`src/rtl/stb_meas_seq.sv`:
```
// Strobe measurement sequencer: triggers the generator's period measurement,
// waits for lock, discards settling strobes, then counts strobes and comparator hits.
//
// state   | meaning
// IDLE    | waiting for start_i; results of last run held
// DETECT  | one-cycle period-measure trigger to the generator
// LOCK    | waiting for first strobe rising edge
// SETTLE  | discarding SETTLE_STB strobe edges
// MEASURE | counting strobe edges and comparator hits
// DONE    | one-cycle completion pulse
module stb_meas_seq #(
    parameter int CNT_W      = 16,
    parameter int TO_W       = 32,
    parameter int SETTLE_STB = 2
) (
    input  logic             clk_i,
    input  logic             arst_ni,
    input  logic             start_i,
    input  logic             abort_i,
    input  logic [CNT_W-1:0] n_stb_i,
    input  logic [TO_W-1:0]  timeout_i,
    input  logic             stb_i,
    input  logic             gen_err_i,
    input  logic             cmp_i,
    output logic             freq_det_o,
    output logic             oe_o,
    output logic             busy_o,
    output logic             done_o,
    output logic [1:0]       err_code_o,
    output logic [CNT_W-1:0] hits_o,
    output logic [CNT_W-1:0] stb_cnt_o
);

    typedef enum logic [2:0] {
        S_IDLE, S_DETECT, S_LOCK, S_SETTLE, S_MEASURE, S_DONE
    } state_t;

    localparam logic [1:0] ERR_TIMEOUT = 2'd1;
    localparam logic [1:0] ERR_GEN     = 2'd2;
    localparam logic [1:0] ERR_ABORT   = 2'd3;
    // Wraps to all-ones when SETTLE_STB is 0; SETTLE is then never entered.
    localparam logic [7:0] SETTLE_LAST = 8'(SETTLE_STB - 1);

    state_t            state_q, state_d;
    logic              stb_prev_q;
    logic [CNT_W-1:0]  n_q, n_d;
    logic [CNT_W-1:0]  hits_q, hits_d;
    logic [CNT_W-1:0]  cnt_q, cnt_d;
    logic [TO_W-1:0]   to_lim_q, to_lim_d;
    logic [TO_W-1:0]   to_cnt_q, to_cnt_d;
    logic [7:0]        set_cnt_q, set_cnt_d;
    logic [1:0]        err_q, err_d;
    logic              stb_rise;
    logic              to_exp;
    logic              tmr_active;

    assign stb_rise = stb_i & ~stb_prev_q;
    assign to_exp   = (to_lim_q != '0) && (to_cnt_q == to_lim_q - TO_W'(1));

    always_ff @(posedge clk_i or negedge arst_ni) begin
        if (!arst_ni) begin
            state_q    <= S_IDLE;
            stb_prev_q <= 1'b0;
            n_q        <= '0;
            hits_q     <= '0;
            cnt_q      <= '0;
            to_lim_q   <= '0;
            to_cnt_q   <= '0;
            set_cnt_q  <= '0;
            err_q      <= '0;
        end else begin
            state_q    <= state_d;
            stb_prev_q <= stb_i;
            n_q        <= n_d;
            hits_q     <= hits_d;
            cnt_q      <= cnt_d;
            to_lim_q   <= to_lim_d;
            to_cnt_q   <= to_cnt_d;
            set_cnt_q  <= set_cnt_d;
            err_q      <= err_d;
        end
    end

    always_comb begin
        state_d    = state_q;
        n_d        = n_q;
        hits_d     = hits_q;
        cnt_d      = cnt_q;
        to_lim_d   = to_lim_q;
        set_cnt_d  = set_cnt_q;
        err_d      = err_q;
        tmr_active = 1'b0;

        case (state_q)
            S_IDLE: begin
                if (start_i) begin
                    n_d      = n_stb_i;
                    to_lim_d = timeout_i;
                    hits_d   = '0;
                    cnt_d    = '0;
                    err_d    = '0;
                    state_d  = S_DETECT;
                end
            end
            S_DETECT: begin
                if (abort_i) begin
                    err_d   = ERR_ABORT;
                    state_d = S_DONE;
                end else begin
                    state_d = S_LOCK;
                end
            end
            S_LOCK: begin
                tmr_active = 1'b1;
                if (abort_i) begin
                    err_d   = ERR_ABORT;
                    state_d = S_DONE;
                end else if (gen_err_i) begin
                    err_d   = ERR_GEN;
                    state_d = S_DONE;
                end else if (stb_rise) begin
                    state_d = (SETTLE_STB == 0) ? S_MEASURE : S_SETTLE;
                end else if (to_exp) begin
                    err_d   = ERR_TIMEOUT;
                    state_d = S_DONE;
                end
            end
            S_SETTLE: begin
                tmr_active = 1'b1;
                if (abort_i) begin
                    err_d   = ERR_ABORT;
                    state_d = S_DONE;
                end else if (gen_err_i) begin
                    err_d   = ERR_GEN;
                    state_d = S_DONE;
                end else if (stb_rise) begin
                    if (set_cnt_q == SETTLE_LAST) state_d = S_MEASURE;
                    else set_cnt_d = set_cnt_q + 8'd1;
                end else if (to_exp) begin
                    err_d   = ERR_TIMEOUT;
                    state_d = S_DONE;
                end
            end
            S_MEASURE: begin
                tmr_active = 1'b1;
                if (abort_i) begin
                    err_d   = ERR_ABORT;
                    state_d = S_DONE;
                end else if (gen_err_i) begin
                    err_d   = ERR_GEN;
                    state_d = S_DONE;
                end else if (cnt_q == n_q) begin
                    // only reachable with a zero strobe request
                    state_d = S_DONE;
                end else if (stb_rise) begin
                    cnt_d = cnt_q + CNT_W'(1);
                    if (cmp_i) hits_d = hits_q + CNT_W'(1);
                    if (cnt_q + CNT_W'(1) == n_q) state_d = S_DONE;
                end else if (to_exp) begin
                    err_d   = ERR_TIMEOUT;
                    state_d = S_DONE;
                end
            end
            S_DONE: begin
                state_d = S_IDLE;
            end
            default: begin
                state_d = S_IDLE;
            end
        endcase

        if (state_d != state_q || stb_rise) to_cnt_d = '0;
        else if (tmr_active) to_cnt_d = to_cnt_q + TO_W'(1);
        else to_cnt_d = to_cnt_q;

        if (state_d != state_q) set_cnt_d = '0;
    end

    assign freq_det_o = (state_q == S_DETECT);
    assign oe_o       = (state_q == S_DETECT) || (state_q == S_LOCK) ||
                        (state_q == S_SETTLE) || (state_q == S_MEASURE);
    assign busy_o     = (state_q != S_IDLE);
    assign done_o     = (state_q == S_DONE);
    assign err_code_o = err_q;
    assign hits_o     = hits_q;
    assign stb_cnt_o  = cnt_q;

endmodule
```
`config.mk`:
```
export PLATFORM = sky130hd
export DESIGN_NAME = stb_meas_seq
export DESIGN_NICKNAME = d
export VERILOG_FILES = /design/src/rtl/stb_meas_seq.sv
export SDC_FILE = /design/constraint.sdc
export NUM_CORES = 1
export LEC_CHECK = 0
export BUFFER_PORTS_ARGS = -buffer_cell sky130_fd_sc_hd__buf_2
export CAP_MARGIN = 20
export CORE_ASPECT_RATIO = 0.8
export CORE_UTILIZATION = 50
export CTS_BUF_LIST = sky130_fd_sc_hd__clkbuf_16
export DETAILED_ROUTE_END_ITERATION = 12
export MAX_ROUTING_LAYER = met4
export PLACE_DENSITY_LB_ADDON = 0.25
export SYNTH_ARGS = -nofsm -noshare
export SYNTH_HDL_FRONTEND = slang
export SYNTH_SLANG_ARGS = --single-unit
```
`constraint.sdc`:
```
create_clock -name clk_i -period 4 [get_ports clk_i]
set_clock_uncertainty 0.05 [all_clocks]
set_input_delay 0.2 -clock clk_i [delete_from_list [all_inputs] [get_ports clk_i]]
set_output_delay 0.2 -clock clk_i [all_outputs]
set_load 0.03 [all_outputs]
```
==> results by group <==
Synthesis
  – Avg Cell Area, Syn: 8.63 sq um
  – Syn Nets: 991
  – Synthesized area: 8020 sq um
  – Top FF cell, synth: dfrtp_1
  – Ys async rst share: 100%
  – #FFs+latches synth: 126
  – Sequential element share of the synthesized area: 39.3%
  – EDFF count, synth: 0
  – Synthesis Warnings: 0
  – Gate count of the mapped netlist: 930
  – Post-synth cell types: 70

Drt
  – DR WL met2: 9.30 mm
  – Met1 Wirelength: 9.95 mm
  – Total length of routed met3 wires: 1.05 mm
  – Highest metal used: met4
  – Routed len/inst: 15.9 microns
  – Residual DRC count: 0
  – Via count: 7154
  – Routed Antenna Nets: 0
  – Pre-Repair DR Iteration Count: 5
  – Initial DRC count: 508
  – Final WL: 20.5 mm
  – Vias per cell: 5.54

STA
  – Final worst slack: 0.181 ns
  – Final setup fails: 0
  – Least-Margin Pin Slew: 1.04 ns
  – Fin. max-slew vios: 0
  – Crit share post-route: 95.5%
  – Final hold slack: 0.0357 ns
  – RSZ-0062 raised after global routing: false
  – Final worst path period need: 3.82 ns
  – Rel. slew slack: 30.8%
  – F_max: 262 MHz
  – Final hold vios: 0
  – Setup TNS: 0 ns

Floorplanning
  – FP Rows: 41
  – Overall die area: 16600 sq um
  – Initial Util: 50.9%
  – Die Width: 144 microns
  – I/O Pins: 93
  – Core box area: 15700 sq um
  – Die span in y: 115 microns

Worst setup path
  – Worst R2R Setup Slack: 0.18 ns
  – Worst-path maximum fanout: 21
  – R2r startpoint: to_lim_q[0]$_DFFE_PN0P_
  – Crit start category: flop
  – CP Data Required Time: 4.26 ns
  – WS Path Type: flop to flop
  – Crit. End Element: flop
  – R2r endpoint: to_cnt_q[15]$_DFFE_PN0P_
  – FF-to-FF path depth: 12
  – Critical Path AT: 4.07 ns

Global routing
  – Gr ovfl total: 0
  – Initial antenna violation count: 0
  – All-Layer GR Usage: 27.6%
  – Largest net degree at the start of global routing: 73
  – Vias in the first global route: 6909
  – First-pass GRT wire length: 34.5 mm

Placement
  – Pre-CTS WS: 0.134 ns
  – Routability cong.: 0.922
  – Port bufs: 92
  – DP HPWL: 14.1 mm

Finish
  – ANT cells: 0
  – NumNets Final: 1124
  – Utilization after layout: 62.0%
  – Syn-to-layout area delta: 21.7%
  – Layout cells sized above 1: 18.1%

Hold path
  – WHS Path Cells: 2
  – Worst min path class: input pin to flop
  – WHS Endpoint: state_q[1]$_DFF_PN0_
  – HP Start: abort_i

Clock network
  – Root Buffer: clkbuf_16
  – Clk sinks: 126
  – Deepest clock path buffer count: 2
  – Clock Pin Slew Worst Setup and Hold Paths: 0.06 ns
  – CTS buffer count: 17
  – CTS H-tree depth: 4
  – Worst-Skew Late Latency: 0.43 ns
  – CTS tree: built
  – Post-CTS Setup Inserts: 0

Outcome
  – Outcome: complete, no violations

Power and ir drop
  – Worst VDD drop: 0.000427 V
  – Static Leak: 4.32 nW
  – Cell Pwr Density: 598 nW/um^2

Flow run
  – Number of max-cap violations: 0
cells in the mapped netlist (18+ instances only):
cell / instances / area [sq um]
nand4_1: 26 / 163
nor3_1: 24 / 120
and3_1: 18 / 113
clkbuf_1: 32 / 120
dfrtp_1: 126 / 3150
a21oi_1: 24 / 120
nand3_1: 34 / 170
o21ai_0: 24 / 120
xnor2_1: 57 / 499
xor2_1: 63 / 552
nor2_1: 82 / 308
nand2_1: 189 / 709
nor3_2: 30 / 300
worst max path at each step:
stage	start	end	slack, ns	depth (start not counted)
after floorplan	to_lim_q[0]$_DFFE_PN0P_	set_cnt_q[7]$_DFFE_PN0P_	0.61	13
after global placement	to_lim_q[0]$_DFFE_PN0P_	to_cnt_q[14]$_DFFE_PN0P_	0.29	13
after detailed placement	to_lim_q[0]$_DFFE_PN0P_	to_cnt_q[27]$_DFFE_PN0P_	0.13	13
after CTS	to_lim_q[0]$_DFFE_PN0P_	to_cnt_q[15]$_DFFE_PN0P_	0.13	13
after global routing	to_lim_q[0]$_DFFE_PN0P_	to_cnt_q[24]$_DFFE_PN0P_	0.03	12
final	to_lim_q[0]$_DFFE_PN0P_	to_cnt_q[15]$_DFFE_PN0P_	0.18	12
critical path, stage by stage, from the launching register on:
cell and delay (ns):
dfrtp_1 0.42, inv_1 0.10, ha_1 0.31, or3b_2 0.53, xnor2_1 0.15, o31ai_1 0.20
a21oi_1 0.11, or4_1 0.53, nor4_2 0.35, nand2_1 0.18, a311oi_4 0.43, buf_12 0.25
nor3_2 0.07
logic make-up after synthesis:
family	count (synthesis)	synth area share, %
adders and majority gates	6	0.936
AOI/OAI and AO/OA	104	8.91
buffers and inverters	56	3.13
muxes	11	1.45
DFF	126	39.3
and+or+nand+nor	507	33.2
xor gates and xnor gates	120	13.1
placed cells by master (no fill, tap or decap), types with 6 or more instances in the layout:
cell type      netlist  routed
nor3_1              24      24
mux2i_1              6       6
xnor2_1             57      57
o21ai_0             24      24
a211oi_1             7       7
and2_1               9       9
nand2_1            189     189
buf_2                5      91
ha_1                 6       6
nand3_1             34      34
nor2b_1              9       9
buf_4                1      15
a21oi_1             24      23
nor2_1              82      81
nor4_1              17      16
inv_1               10      13
o31ai_1              7       7
nor3_2              30      30
dlygate4sd3_1        0      50
clkbuf_16            0      17
nand3b_1             7       7
xor2_1              63      63
nand2b_1             8       8
and3_1              18      18
and4_1               6       6
dfrtp_1            126     126
or3_1               11      11
nand4_1             26      26
timing repair:
item,4_1_cts,5_1_grt
gates resized for setup,0,2
hold endpoints to repair,120,0
hold buffers,50,0
setup endpoints to repair,0,42
sequential cells by signal (all words and copies together) (netlist names):
name	flops
to_cnt_q	32
to_lim_q	32
stb_cnt_o	16
set_cnt_q	8
hits_o	16
err_code_o	2
state_q	3
stb_prev_q	1
n_q	16
per-stage QoR:
step / instance area, sq um / total power [mW] / instances
floorplan: 8020 / 3.74 / 930
global placement: 8740 / 4.40 / 1209
detailed placement: 8740 / 4.44 / 1209
CTS: 9750 / 5.84 / 1291
global route: 9770 / 6.25 / 1291
finish: 9770 / 5.84 / 1291
area by class of cell:
| type | instances | area, sq um |
|---|---|---|
| multi-input cells | 748 | 4650 |
| clock buffers | 17 | 425 |
| inverters | 10 | 37.5 |
| repair buffers | 160 | 1150 |
| well taps | 215 | 269 |
| clock inverters | 15 | 83.8 |
| fillers | 1350 | 5980 |
| flip-flops and latches | 126 | 3150 |
routing by layer:
| metal | vias to the layer above | track usage [%] |
|---|---|---|
| met5 | - | - |
| met4 | 0 | 6.81 |
| met3 | 21 | 5.46 |
| met2 | 200 | 40.3 |
| met1 | 3423 | 39.0 |
| li1 | 3510 | - |
report_power, final:
group	leakage (nW)	internal (mW)	switching (mW)
Clock	0.257	0.773	0.570
Combinational	2.38	1.00	1.53
Sequential	1.68	1.55	0.415
Total	4.32	3.32	2.52
Power figures use the tool's default switching activity.
